### config.mk
export PLATFORM = sky130hd
export DESIGN_NAME = adder_operand_sequencer
export DESIGN_NICKNAME = d
export VERILOG_FILES = /design/src/rtl/adder_operand_sequencer.sv
export SDC_FILE = /design/constraint.sdc
export NUM_CORES = 1
export LEC_CHECK = 0
export CAP_MARGIN = 20
export CORE_MARGIN = 2
export CORE_UTILIZATION = 35
export CTS_CLUSTER_DIAMETER = 60
export CTS_CLUSTER_SIZE = 25
export DETAILED_ROUTE_END_ITERATION = 16
export PLACE_DENSITY = 0.73
export SLEW_MARGIN = 20
export SYNTH_ARGS = -nofsm -noshare
export SYNTH_HDL_FRONTEND = slang
export SYNTH_SLANG_ARGS = --single-unit
### constraint.sdc
create_clock -name clk -period 2.05 [get_ports clk]
set_input_delay 0.3075 -clock clk [delete_from_list [all_inputs] [get_ports clk]]
set_output_delay 0.3075 -clock clk [all_outputs]
set_load 0.1 [all_outputs]
### src/rtl/adder_operand_sequencer.sv
// Operand sequencer wrapping an external combinational adder: collects A then B from a byte
// stream, holds them on the adder inputs, captures the settled result and hands it downstream.
module adder_operand_sequencer #(
   parameter int DATA_W        = 8,
   parameter int SETTLE_CYCLES = 1,   // legal range 1..15
   parameter int CNT_W         = 8
) (
   input  logic              clk,
   input  logic              rst,
   input  logic [DATA_W-1:0] in_data,
   input  logic              in_valid,
   output logic              in_ready,
   output logic [DATA_W-1:0] add_a,
   output logic [DATA_W-1:0] add_b,
   input  logic [DATA_W-1:0] add_sum,
   input  logic              add_cout,
   output logic [DATA_W-1:0] out_sum,
   output logic              out_cout,
   output logic              out_valid,
   input  logic              out_ready,
   output logic              busy,
   output logic [CNT_W-1:0]  op_count
);

   localparam int SC_W = 4;

   typedef enum logic [2:0] {
      IDLE,
      LOAD_A,
      LOAD_B,
      SETTLE,
      RESULT
   } state_t;

   state_t          state;
   logic [SC_W-1:0] settle_cnt;
   logic            accept;

   assign accept = in_valid & in_ready;

   // in_ready and busy are flops updated alongside every state transition, so no
   // input ever reaches an output combinationally.
   always_ff @(posedge clk or posedge rst) begin
      if (rst) begin
         state      <= IDLE;
         settle_cnt <= '0;
         add_a      <= '0;
         add_b      <= '0;
         out_sum    <= '0;
         out_cout   <= 1'b0;
         out_valid  <= 1'b0;
         op_count   <= '0;
         in_ready   <= 1'b0;
         busy       <= 1'b0;
      end else begin
         case (state)
            IDLE: begin
               state    <= LOAD_A;
               in_ready <= 1'b1;
               busy     <= 1'b0;
            end
            LOAD_A: begin
               if (accept) begin
                  add_a    <= in_data;
                  state    <= LOAD_B;
                  in_ready <= 1'b1;
                  busy     <= 1'b1;
               end
            end
            LOAD_B: begin
               if (accept) begin
                  add_b      <= in_data;
                  settle_cnt <= SC_W'(SETTLE_CYCLES - 1);
                  state      <= SETTLE;
                  in_ready   <= 1'b0;
               end
            end
            SETTLE: begin
               // add_a/add_b have been stable since the B accept; sample once the count expires
               if (settle_cnt == '0) begin
                  out_sum   <= add_sum;
                  out_cout  <= add_cout;
                  out_valid <= 1'b1;
                  state     <= RESULT;
               end else begin
                  settle_cnt <= settle_cnt - SC_W'(1);
               end
            end
            RESULT: begin
               if (out_ready) begin
                  out_valid <= 1'b0;
                  op_count  <= op_count + CNT_W'(1);
                  state     <= LOAD_A;
                  in_ready  <= 1'b1;
                  busy      <= 1'b0;
               end
            end
            default: begin
               state    <= IDLE;
               in_ready <= 1'b0;
               busy     <= 1'b0;
            end
         endcase
      end
   end

endmodule

* Word-level counts from Yosys, hierarchy flattened
Cells that the tools add are included.
** Word-level totals
- Flip-flop bits (word level) :: 43
- Latch bits :: 0
- Memory bits (writable) :: 0
- Memory bits (read-only) :: 0
- Input bits :: 21
- Output and inout bits :: 36
- Memories :: 0
** Cells by class
- Add/sub/neg operators :: 2
- $mul :: 0
- Div/mod/pow operators :: 0
- $lt $le $gt $ge :: 0
- Eq/ne operators :: 9
- Shift-type cells :: 0
- Mux-type cells :: 16
- Bitwise operators :: 3
- Reductions and logical operators :: 14
** Operator list (count)
- $pmux 3 s5 :: 1
- $mux 3 :: 4
- $ne 2x2->1 const B :: 5
- $reduce_and 3->1 :: 3
- $add 8x1->8 const B :: 1
- $mux 4 :: 2
- $pmux 4 s2 :: 1
- $reduce_and 2->1 :: 4
- $reduce_and 4->1 :: 2
- $eq 3x2->1 const B :: 2
- $mux 1 :: 5
- $pmux 1 s5 :: 1
- $logic_not 4->1 :: 1
- $reduce_bool 2->1 :: 2
- $sub 4x1->4 const B :: 1
- $eq 3x1->1 const B :: 1
- $eq 3x3->1 const B :: 1
- $logic_not 3->1 :: 1
- $pmux 1 s3 :: 1
- $not 1->1 :: 2
- $pmux 1 s2 :: 1
- $reduce_or 2->1 :: 1
- $and 1x1->1 :: 1

* Logic depth before layout (Yosys ltp)
- Word-level depth :: 4
- Depth in mapped cells :: 6
- Gate-level depth less buffers :: 5

* Worst setup path after synthesis
Ideal clock, no wire load.
- Path type :: flip-flop to flip-flop
- From :: register in_ready
- To :: register add_a[0]
- Data arrival time :: 1915 ps
- Slack :: 10 ps
- Cell stages (with the launch flop) :: 5
- Buffers on the path :: 1
- Period minus slack after synthesis :: 2040 ps
- Cell sequence :: dfrtp_1 and3b_1 and2_1 buf_6 mux2_2
** Between the ends
- Longest elaborated chain between the ends :: 2
** Ends and longest elaborated chain
- start, declared :: RTL line 12 : output logic in_ready,
- start signal, assigned :: RTL line 53 : in_ready <= 1'b0;
- start signal, assigned :: RTL line 59 : in_ready <= 1'b1;
- start signal, assigned :: RTL line 66 : in_ready <= 1'b1;
- $and 1x1->1 :: RTL line 39 : assign accept = in_valid & in_ready;
- $reduce_and 2->1 (no source line)
- end signal, assigned :: RTL line 64 : add_a <= in_data;
- end, declared :: RTL line 13 : output logic [DATA_W-1:0] add_a,
No other way between the ends.
A chain may end at the register's enable or synchronous reset.

* Worst setup path in the final report
- From :: register settle_cnt[0]
- To :: register settle_cnt[0]
** Between the ends
- Longest elaborated chain between the ends :: 3
** Ends and longest elaborated chain
- start, declared :: RTL line 36 : logic [SC_W-1:0] settle_cnt;
- start signal, assigned :: RTL line 73 : settle_cnt <= SC_W'(SETTLE_CYCLES - 1);
- start signal, assigned :: RTL line 86 : settle_cnt <= settle_cnt - SC_W'(1);
- $sub 4x1->4 / $logic_not 4->1 (equally long branches) :: RTL line 86, 80
- $mux 4 / $ne 2x2->1 (equally long branches)
- $pmux 4 s2 / $reduce_and 3->1 (equally long branches)
Several ways; a longest one is shown, not always the timed one. The select of a mux whose other input is x is not followed.

==> implementation parameters <==
Parameter                              Value

Clock network
  Post-CTS Setup Bufs    0
  TritonCTS buffer count    5
  H-tree depth reported by CTS    2
  Count of cells resized by post-cts repair    0
  Clk sinks    43
  CTS tree    done
  # hold bufs at CTS    0
  CTS Buffer Depth    2
  Clock transition at the register clock pins on the worst setup and hold paths after CTS    0.08 ns
  Clock latency on the worst-skew pair    0.29 ns
  Buffer cell driving the clock tree root    clkbuf_8

Routing
  Wirelength per Cell    13.5 um
  Vias per std cell    4.73
  Vias after detailed routing    1292
  Total wire length after detailed routing    3.68 mm
  Drc violations    0
  Highest Signal Layer    met4
  Remaining number of nets flagged by the antenna check after routing    0
  Detailed-routing iteration count for the pre-antenna-repair pass    4
  Amount of wire on met2 after detailed routing    1.62 mm
  Met3 wire len    227 um
  Routed length on met1    1.78 mm
  First-iteration detailed-routing DRC count    51

Timing
  Achievable frequency    0.595 GHz
  Final hold violations    0
  Post-Route Hold Slack    0.297 ns
  Slew Viols, Final    0
  Final total negative setup slack    0 ns
  Setup clock skew after layout    0.00374 ns
  Rel. slew slack    63.7%
  Setup repair after global routing missed its margin    false
  Worst slew pin tran    0.541 ns
  Final period util    81.9%
  Number of endpoints failing setup at the final stage    0
  Post-layout min period    1.68 ns

Place
  IO Port Bufs    56
  HPWL after detailed placement    2.76 mm
  Global placement routability congestion    0.769

Global route
  Via count of the first global-routing pass    1317
  Wire length of the first global-routing pass    6.53 mm
  Global-route usage over all layers    13.7%
  Initial antenna violation count    0
  GR Overflow Total    0
  Maximum number of pins on one net before global-route repair    19

Layout
  Area delta synth->final    34.0%
  Diode insertion count for antenna repair    0
  # nets final    226
  Share of layout cells above drive strength 1    37.9%

Status
  Result of the run    completed

Synth
  EDFF count, synth    0
  Area leader, netlist    dfrtp_1
  Main area contributors after synthesis    dfrtp_1 57%, mux2_2 10%, mux2_4 7.1%
  Share of flip-flops with an asynchronous set or reset    100%
  Top cell types by occurrence after synthesis    43 x dfrtp_1, 17 x mux2_2, 9 x mux2_4
  Most common cell in the synthesized netlist    dfrtp_1
  Synthesis-stage register bit count    43
  Primary flip-flop cell chosen by synthesis mapping    dfrtp_1
  Cell area after synthesis    0.00190 mm2
  Warning count from the yosys run    0
  Post-synthesis cell type count    35
  Mapped Nets    163
  Gate Count Post-Synth    140
  Fraction of synthesized cell area taken by the top area cell type    56.7%
  Mean area per synthesized cell    13.5 um2
  Fraction of the yosys area taken by sequential cells    56.7%

Floorplan
  I/O pin count    57
  Initial standard-cell utilization of the core    36.7%
  Floorplan Core Area    0.00517 mm2
  Die Ht    77.6 um
  Row count    26
  Die span in x    77.6 um
  Floorplan die area    0.00602 mm2

Setup path
  Req. time, crit path    2.28 ns
  Register-to-register path setup slack    0.37 ns
  Arrival time at the worst endpoint    1.91 ns
  Largest stage delay on the critical path    0.41 ns
  Critical Setup Path Class    flop to flop
  Cell Chain, Critical Path    inv_1 > ha_1 > or3b_1 > a22oi_1 > a21bo_2
  Crit path launch type    flop
  CP max-delay cell    or3b_1
  Capturing element type of the critical path    flop
  Peak fanout along the critical path    4
  Buffers plus inverters on the worst setup path    1
  Kind of cell adding the most delay to the critical path    compound AO/OA/AOI/OAI gates

Hold path
  Worst min path class    primary input to async pin

Run
  Max-cap check violation count    0
## layout make-up
class,instances,area [um2]
Inverter,6,22.5
Tap cell,70,87.6
Sequential cell,43,1080
Clock buffer,6,72.6
Timing Repair Buffer,62,515
Fill cell,476,2630
Multi-Input combinational cell,85,737
Clock inverter,1,30.0
## logic make-up after synthesis
| kind of cell | synth area share, % |
|---|---|
| buf+inv | 4.42 |
| mux | 17.2 |
| compound gates | 5.61 |
| flops | 56.7 |
| simple gates | 11.0 |
| fa+ha+maj | 1.32 |
| xor+xnor | 3.69 |
## flip-flops by register name, indices dropped and copies added (netlist names), 3 cells and up
register,count
settle_cnt,4
add_b,8
add_a,8
op_count,8
state,3
out_sum,8
## layer usage
layer	vias to the layer above	track usage [%]
met2	45	20.7
met5	-	0
met3	6	4.07
met4	0	4.82
met1	627	18.7
li1	614	-
## cells in the final DEF, fill, tap and decap left out, drive strengths merged
| cell type | netlist | layout |
|---|---|---|
| xnor2 | 3 | 3 |
| clkdlybuf4s50 | 0 | 20 |
| buf | 6 | 42 |
| nand4bb | 1 | 1 |
| clkbuf | 0 | 6 |
| clkinv | 0 | 1 |
| bufinv | 0 | 1 |
| a21oi | 2 | 2 |
| o211ai | 1 | 1 |
| or3 | 1 | 1 |
| ha | 2 | 2 |
| nand2b | 1 | 1 |
| o21ai | 2 | 2 |
| nand4b | 1 | 1 |
| dfrtp | 43 | 43 |
| nand3 | 6 | 6 |
| nor3 | 3 | 3 |
| nor2b | 2 | 2 |
| a22oi | 1 | 1 |
| a41o | 1 | 1 |
| o2bb2ai | 2 | 2 |
| and3b | 2 | 2 |
| mux2 | 26 | 26 |
| a21bo | 1 | 1 |
| xor2 | 5 | 5 |
| nand4 | 1 | 1 |
| a32o | 1 | 1 |
| nor2 | 5 | 5 |
| a31oi | 1 | 1 |
| o41ai | 1 | 1 |
| a221oi | 1 | 1 |
| or3b | 1 | 1 |
| nand2 | 8 | 8 |
| and2 | 2 | 2 |
| nor4 | 1 | 1 |
| inv | 6 | 5 |
## final timing paths
| check | startpoint | end | depth (start not counted) |
|---|---|---|---|
| max | settle_cnt[0] | settle_cnt[0] | 5 |
| min | rst | out_sum[2] | 2 |
| max reg2reg | settle_cnt[0] | settle_cnt[0] | 5 |
| min reg2reg | op_count[7] | op_count[7] | 1 |
| max in group asynchronous | rst | settle_cnt[2] | 3 |
| min in group clk | op_count[7] | op_count[7] | 1 |
## worst reg2reg max path: cells and delay by family, from the launching register on
kind | cells | cell delay [ns]
AO/OA/AOI/OAI | 2 | 0.48
AND/OR/NAND/NOR | 1 | 0.42
flip-flops | 1 | 0.40
adder cells (fa/ha/maj) | 1 | 0.26
buffers and inverters | 1 | 0.08
## per-stage QoR
step	utilization (%)	cell area (um2)	std cells	setup WS (ns)
after floorplan	-	1900	140	0.00988
after global placement	47.1	2440	266	0.189
after detailed placement	47.1	2440	266	0.146
after CTS	49.1	2540	273	0.359
after global routing	49.1	2540	273	0.213
final	49.1	2540	273	0.371
Power is left out: the tool's default activity adds up to more than one toggle a clock period on the data nets, which glitch-free logic cannot reach.
==> variant 1, RTL diff (same flow settings) <==
Encoding of `state_t`: now one-hot (5 bits for 5 states).
--- a/src/rtl/adder_operand_sequencer.sv
+++ b/src/rtl/adder_operand_sequencer.sv
@@ -24,12 +24,12 @@
 
    localparam int SC_W = 4;
 
-   typedef enum logic [2:0] {
-      IDLE,
-      LOAD_A,
-      LOAD_B,
-      SETTLE,
-      RESULT
+   typedef enum logic [4:0] {
+      IDLE   = 5'b00001,
+      LOAD_A = 5'b00010,
+      LOAD_B = 5'b00100,
+      SETTLE = 5'b01000,
+      RESULT = 5'b10000
    } state_t;
 
    state_t          state;
Formal check against the unedited RTL: no difference found for any inputs over 10 cycles, from zero or initial values and one cycle with rst high; not proved beyond that.
==> variant 1 against the original RTL <==
- sequential cell count rose by 2
- routed wire length grew 12%
- synthesized area up 8.7%
- global-route usage fell by 0.095 points
- final area up 8.1%
- worst setup slack worse by 0.079 ns
- worst hold slack better by 0.058 ns
==> variant 1: results (changes against the original RTL) <==
Status
  • Outcome: finished, final reports clean (unchanged)

Global routing
  • Largest net degree at the start of global routing: 46 (was 19)
  • Global Route met3 Usage: 0.0289 (was 0.0407)
  • Met2 Track Usage GR: 0.216 (was 0.207)
  • Initial antenna violation count: 0 (unchanged)
  • All-layer global routing usage: 0.136 (was 0.137)
  • First-pass GRT wire length: 6890 um (was 6530 um)
  • Met1 usage: 0.186 (was 0.187)
  • Vias in the first global route: 1494 (was 1317)

Clock network
  • Clk slew on worst S/H paths: 0.08 ns (about the same)
  • Post-CTS Resized: 0 (unchanged)
  • Clk_lat worst skew: 0.30 ns
  • # Post-CTS Setup Buffers: 0 (unchanged)

Yosys
  • Area contributors post-synth: dfrtp_1, mux2_2, xnor2_1 (was dfrtp_1, mux2_2, mux2_4)
  • Seq/Total Area, Yosys: 0.547 (was 0.567)
  • Xor/xnor share of the synthesized area: 0.0467 (was 0.0369)
  • Mux cell area share after synthesis: 0.141 (was 0.172)
  • Adder-cell share of the synthesized area: 0.0182 (was 0.0132)
  • Post-synth ARST share: 1.00 (unchanged)
  • Compound-cell area share of the yosys netlist: 0.0686 (was 0.0561)
  • Synth Net Count: 187 (was 163)
  • Netlist cell types: 42 (was 35)
  • Post-synth top cells: dfrtp_1, mux2_2, nand2_1 (was dfrtp_1, mux2_2, mux2_4, nand2_1, inv_1)

Route
  • Routed vias/inst: 5.01 (was 4.73)
  • Total Wirelength: 4130 um (was 3680 um)
  • First-pass iteration count of the detailed router: 4 (unchanged)
  • DR iter-0 viols: 76 (was 51)

Timing
  • Rel. slew slack: 0.675 (was 0.637)
  • Worst Skew: 0.00250 ns (was 0.00374 ns)
  • Finish-stage setup viols: 0 (unchanged)

Setup path
  • RR Endpoint: out_sum[3] (was settle_cnt[0])
  • Crit Path Max Fanout: 10 (was 4)
  • Flop2flop setup slack: 0.29 ns (was 0.37 ns)
  • Data arrival, critical path: 1.95 ns (was 1.91 ns)
  • CP delay by family, top: simple AND/OR/NAND/NOR gates (was compound AO/OA/AOI/OAI gates)
  • CP peak stage delay: 0.41 ns (about the same)
  • Reg2reg start: settle_cnt[0] (unchanged)
  • Slowest cell on crit path: dfrtp_1 (was or3b_1)

Min path
  • HP Class: in2async (unchanged)

Placement
  • Placer Congestion: 0.787 (was 0.769)
  • Post-DP HPWL: 2880 um (was 2760 um)
  • PortBufs: 56 (unchanged)

Finish
  • Layout cells sized above 1: 0.371 (was 0.379)
  • Post-layout net count: 247 (was 226)

Pwr
  • Worst vdd ir: between 0.8 and 0.9 mV
-- variant 1: changes by cell type after synthesis, moves of 4 or more --
cell and delta:
mux2_4 -9, mux2_2 +8, a21oi_1 +4, buf_6 -4
-- variant 1: worst max path at each step --
| stage | startpoint | endpoint | slack, ns | depth (start not counted) |
|---|---|---|---|---|
| floorplan | in_ready | add_b[0] | 0.10 | 4 |
| global placement | in_valid | settle_cnt[3] | 0.13 | 5 |
| detailed placement | in_valid | settle_cnt[3] | 0.15 | 5 |
| CTS | settle_cnt[0] | out_sum[3] | 0.27 | 5 |
| global route | settle_cnt[0] | out_sum[4] | 0.15 | 5 |
| finish | settle_cnt[0] | out_sum[3] | 0.29 | 5 |
-- variant 1: kinds of logic after synthesis --
logic type	after synthesis
AND/OR/NAND/NOR	45
flip-flops	45
multiplexers	26
AO/OA/AOI/OAI	21
buffers and inverters	12
XOR/XNOR	11
adder cells (fa/ha/maj)	3
-- variant 1: where the power goes --
part           switching [uW]  internal, uW  leakage [uW]
Combinational            1570           515      0.000630
Clock                     302           484     0.0000681
Sequential                212          1090      0.000583
-- variant 1: layout make-up --
class                           count  area [um2]
Clock buffer                        5        68.8
Clock inverter                      3        65.1
Fill cell                         540        2860
Inverter                            6        22.5
Multi-Input combinational cell    106         868
Sequential cell                    45        1130
Tap cell                           72        90.1
Timing Repair Buffer               59         505
-- variant 1: metrics by stage --
stage / cells / instance area [um2] / util / setup WS (ns) / hold slack (ns)
after floorplan: 163 / 2060 / - / 0.102 / 0.458
after global placement: 288 / 2610 / 0.466 / 0.132 / 0.461
after detailed placement: 288 / 2610 / 0.466 / 0.152 / 0.468
after CTS: 296 / 2750 / 0.490 / 0.267 / 0.363
after global routing: 296 / 2750 / 0.490 / 0.148 / 0.383
final: 296 / 2750 / 0.490 / 0.291 / 0.355
-- variant 1: worst min-delay path, stage by stage --
cell             delay, ns
clkdlybuf4s50_1       0.40
clkinv_1              0.07
buf_12                0.25
-- variant 1: routing by layer --
metal | wire length, um | vias to the layer above
met5 | 0 | -
met1 | 1900 | 726
met3 | 179 | 7
met4 | 65 | 0
li1 | - | 704
met2 | 1990 | 47
==> variant 2, RTL diff (same flow settings) <==
Made on the original files. Set the parameter `DATA_W` to 9 (it was 8).
--- a/src/rtl/adder_operand_sequencer.sv
+++ b/src/rtl/adder_operand_sequencer.sv
@@ -1,7 +1,7 @@
 // Operand sequencer wrapping an external combinational adder: collects A then B from a byte
 // stream, holds them on the adder inputs, captures the settled result and hands it downstream.
 module adder_operand_sequencer #(
-   parameter int DATA_W        = 8,
+   parameter int DATA_W        = 9,
    parameter int SETTLE_CYCLES = 1,   // legal range 1..15
    parameter int CNT_W         = 8
 ) (
Interface: changed (5 resized); port bits go from 57 to 62. No check against the original RTL was run, so the function may have changed too.
==> variant 2 against the original RTL <==
- final area is 8.3% higher
- worst setup slack worse by 0.25 ns
- sequential cell count is 3 higher
- synthesized area is 5.1% higher
- cell count is 7.0% higher
- routed wire length is 8.3% higher
- sequential share of layout area is 0.48 points lower
- critical endpoint is now out_sum[0]
- highest routed layer unchanged
Power is not shown: default switching activity piles up to over one toggle a cycle in this logic, so the estimate is an artifact.
==> variant 2: results (changes against the original RTL) <==
Setup path
  • Crit Path Max Fanout: 11 (was 4)
  • Slowest cell on crit path: dfrtp_1 (was or3b_1)
  • CP peak stage delay: 0.43 ns (was 0.41 ns)
  • CP delay by family, top: simple AND/OR/NAND/NOR gates (was compound AO/OA/AOI/OAI gates)
  • Data arrival, critical path: 2.11 ns (was 1.91 ns)

Global routing
  • Largest net degree at the start of global routing: 47 (was 19)
  • First-pass GRT wire length: 6800 um (was 6530 um)
  • All-layer global routing usage: 0.138 (was 0.137)
  • Vias in the first global route: 1447 (was 1317)

Yosys
  • Netlist cell types: 37 (was 35)
  • Post-synth top cells: dfrtp_1, mux2_2, inv_1, xor2_1, nand3_1 (was dfrtp_1, mux2_2, mux2_4, nand2_1, inv_1)
  • Seq/Total Area, Yosys: 0.578 (was 0.567)
  • Synth Net Count: 172 (was 163)
  • Area contributors post-synth: dfrtp_1, mux2_2, xor2_1 (was dfrtp_1, mux2_2, mux2_4)

Placement
  • Placed Area: 2660 um2 (was 2440 um2)
  • Setup WS pre-CTS: 0.119 ns (was 0.146 ns)
  • PortBufs: 61 (was 56)
  • Placer Congestion: 0.794 (was 0.769)
  • Post-DP HPWL: 2930 um (was 2760 um)

Clock network
  • # Post-CTS Setup Buffers: 0 (unchanged)
  • Clock buffer depth: 2 (unchanged)
  • CTS root buffer: clkbuf_8 (unchanged)
  • Number of buffers created by CTS: 5 (unchanged)

Route
  • DR iter-0 viols: 45 (was 51)
  • Routed vias/inst: 4.82 (was 4.73)
  • Total Wirelength: 3990 um (was 3680 um)

Finish
  • Post-layout net count: 244 (was 226)
  • Layout cells sized above 1: 0.414 (was 0.379)

Status
  • Outcome: finished, final reports clean (unchanged)

Timing
  • Worst Skew: 0.00328 ns (was 0.00374 ns)
  • Worst Tran Pin Value: 0.479 ns (was 0.541 ns)
  • Final min period: 1.93 ns (was 1.68 ns)
==> variant 2: changes by cell type after synthesis, moves of 3 or more <==
cell	unedited run	this run
dfrtp_1	43	46
buf_6	5	2
nor3b_1	0	3
mux2_2	17	29
nand2_1	8	2
mux2_4	9	0
==> variant 2: cell type report <==
| class | instances | area, um2 |
|---|---|---|
| clock buffer | 6 | 82.6 |
| timing repair buffer | 71 | 613 |
| sequential | 46 | 1150 |
| multi-input combinational | 88 | 776 |
| fill | 508 | 2750 |
| inverter | 7 | 26.3 |
| clock inverter | 2 | 12.5 |
| tap | 72 | 90.1 |
==> variant 2: final timing paths <==
| kind | startpoint | endpoint | cells after the start |
|---|---|---|---|
| min | rst | add_b[0] | 3 |
| max in group asynchronous | rst | in_ready | 3 |
| min in group clk | op_count[7] | op_count[7] | 1 |
| max reg2reg | settle_cnt[0] | out_sum[0] | 6 |
| max | settle_cnt[0] | out_sum[0] | 6 |
| min reg2reg | op_count[7] | op_count[7] | 1 |
==> variant 2: kinds of logic after synthesis <==
| family | Yosys count | synth area share |
|---|---|---|
| simple gates | 30 | 0.107 |
| fa+ha+maj | 2 | 0.0126 |
| mux | 31 | 0.174 |
| flops | 46 | 0.578 |
| buf+inv | 13 | 0.0333 |
| xor+xnor | 7 | 0.0308 |
| compound gates | 18 | 0.0647 |
==> variant 2: tightest hold or removal path, cell delays in order <==
cell and delay (ns):
clkdlybuf4s50_1 0.41, inv_2 0.07, buf_12 0.24
==> variant 2: per-stage QoR <==
step                hold slack [ns]  instances
finish                        0.356        292
global route                  0.379        292
CTS                           0.361        292
detailed placement            0.477        284
global placement              0.457        284
floorplan                     0.459        147
==> variant 2: metal layers <==
layer | GRT usage | wire length, um
met1 | 0.178 | 1770
met2 | 0.220 | 1950
met3 | 0.0441 | 229
met4 | 0.0414 | 37
met5 | 0 | 0
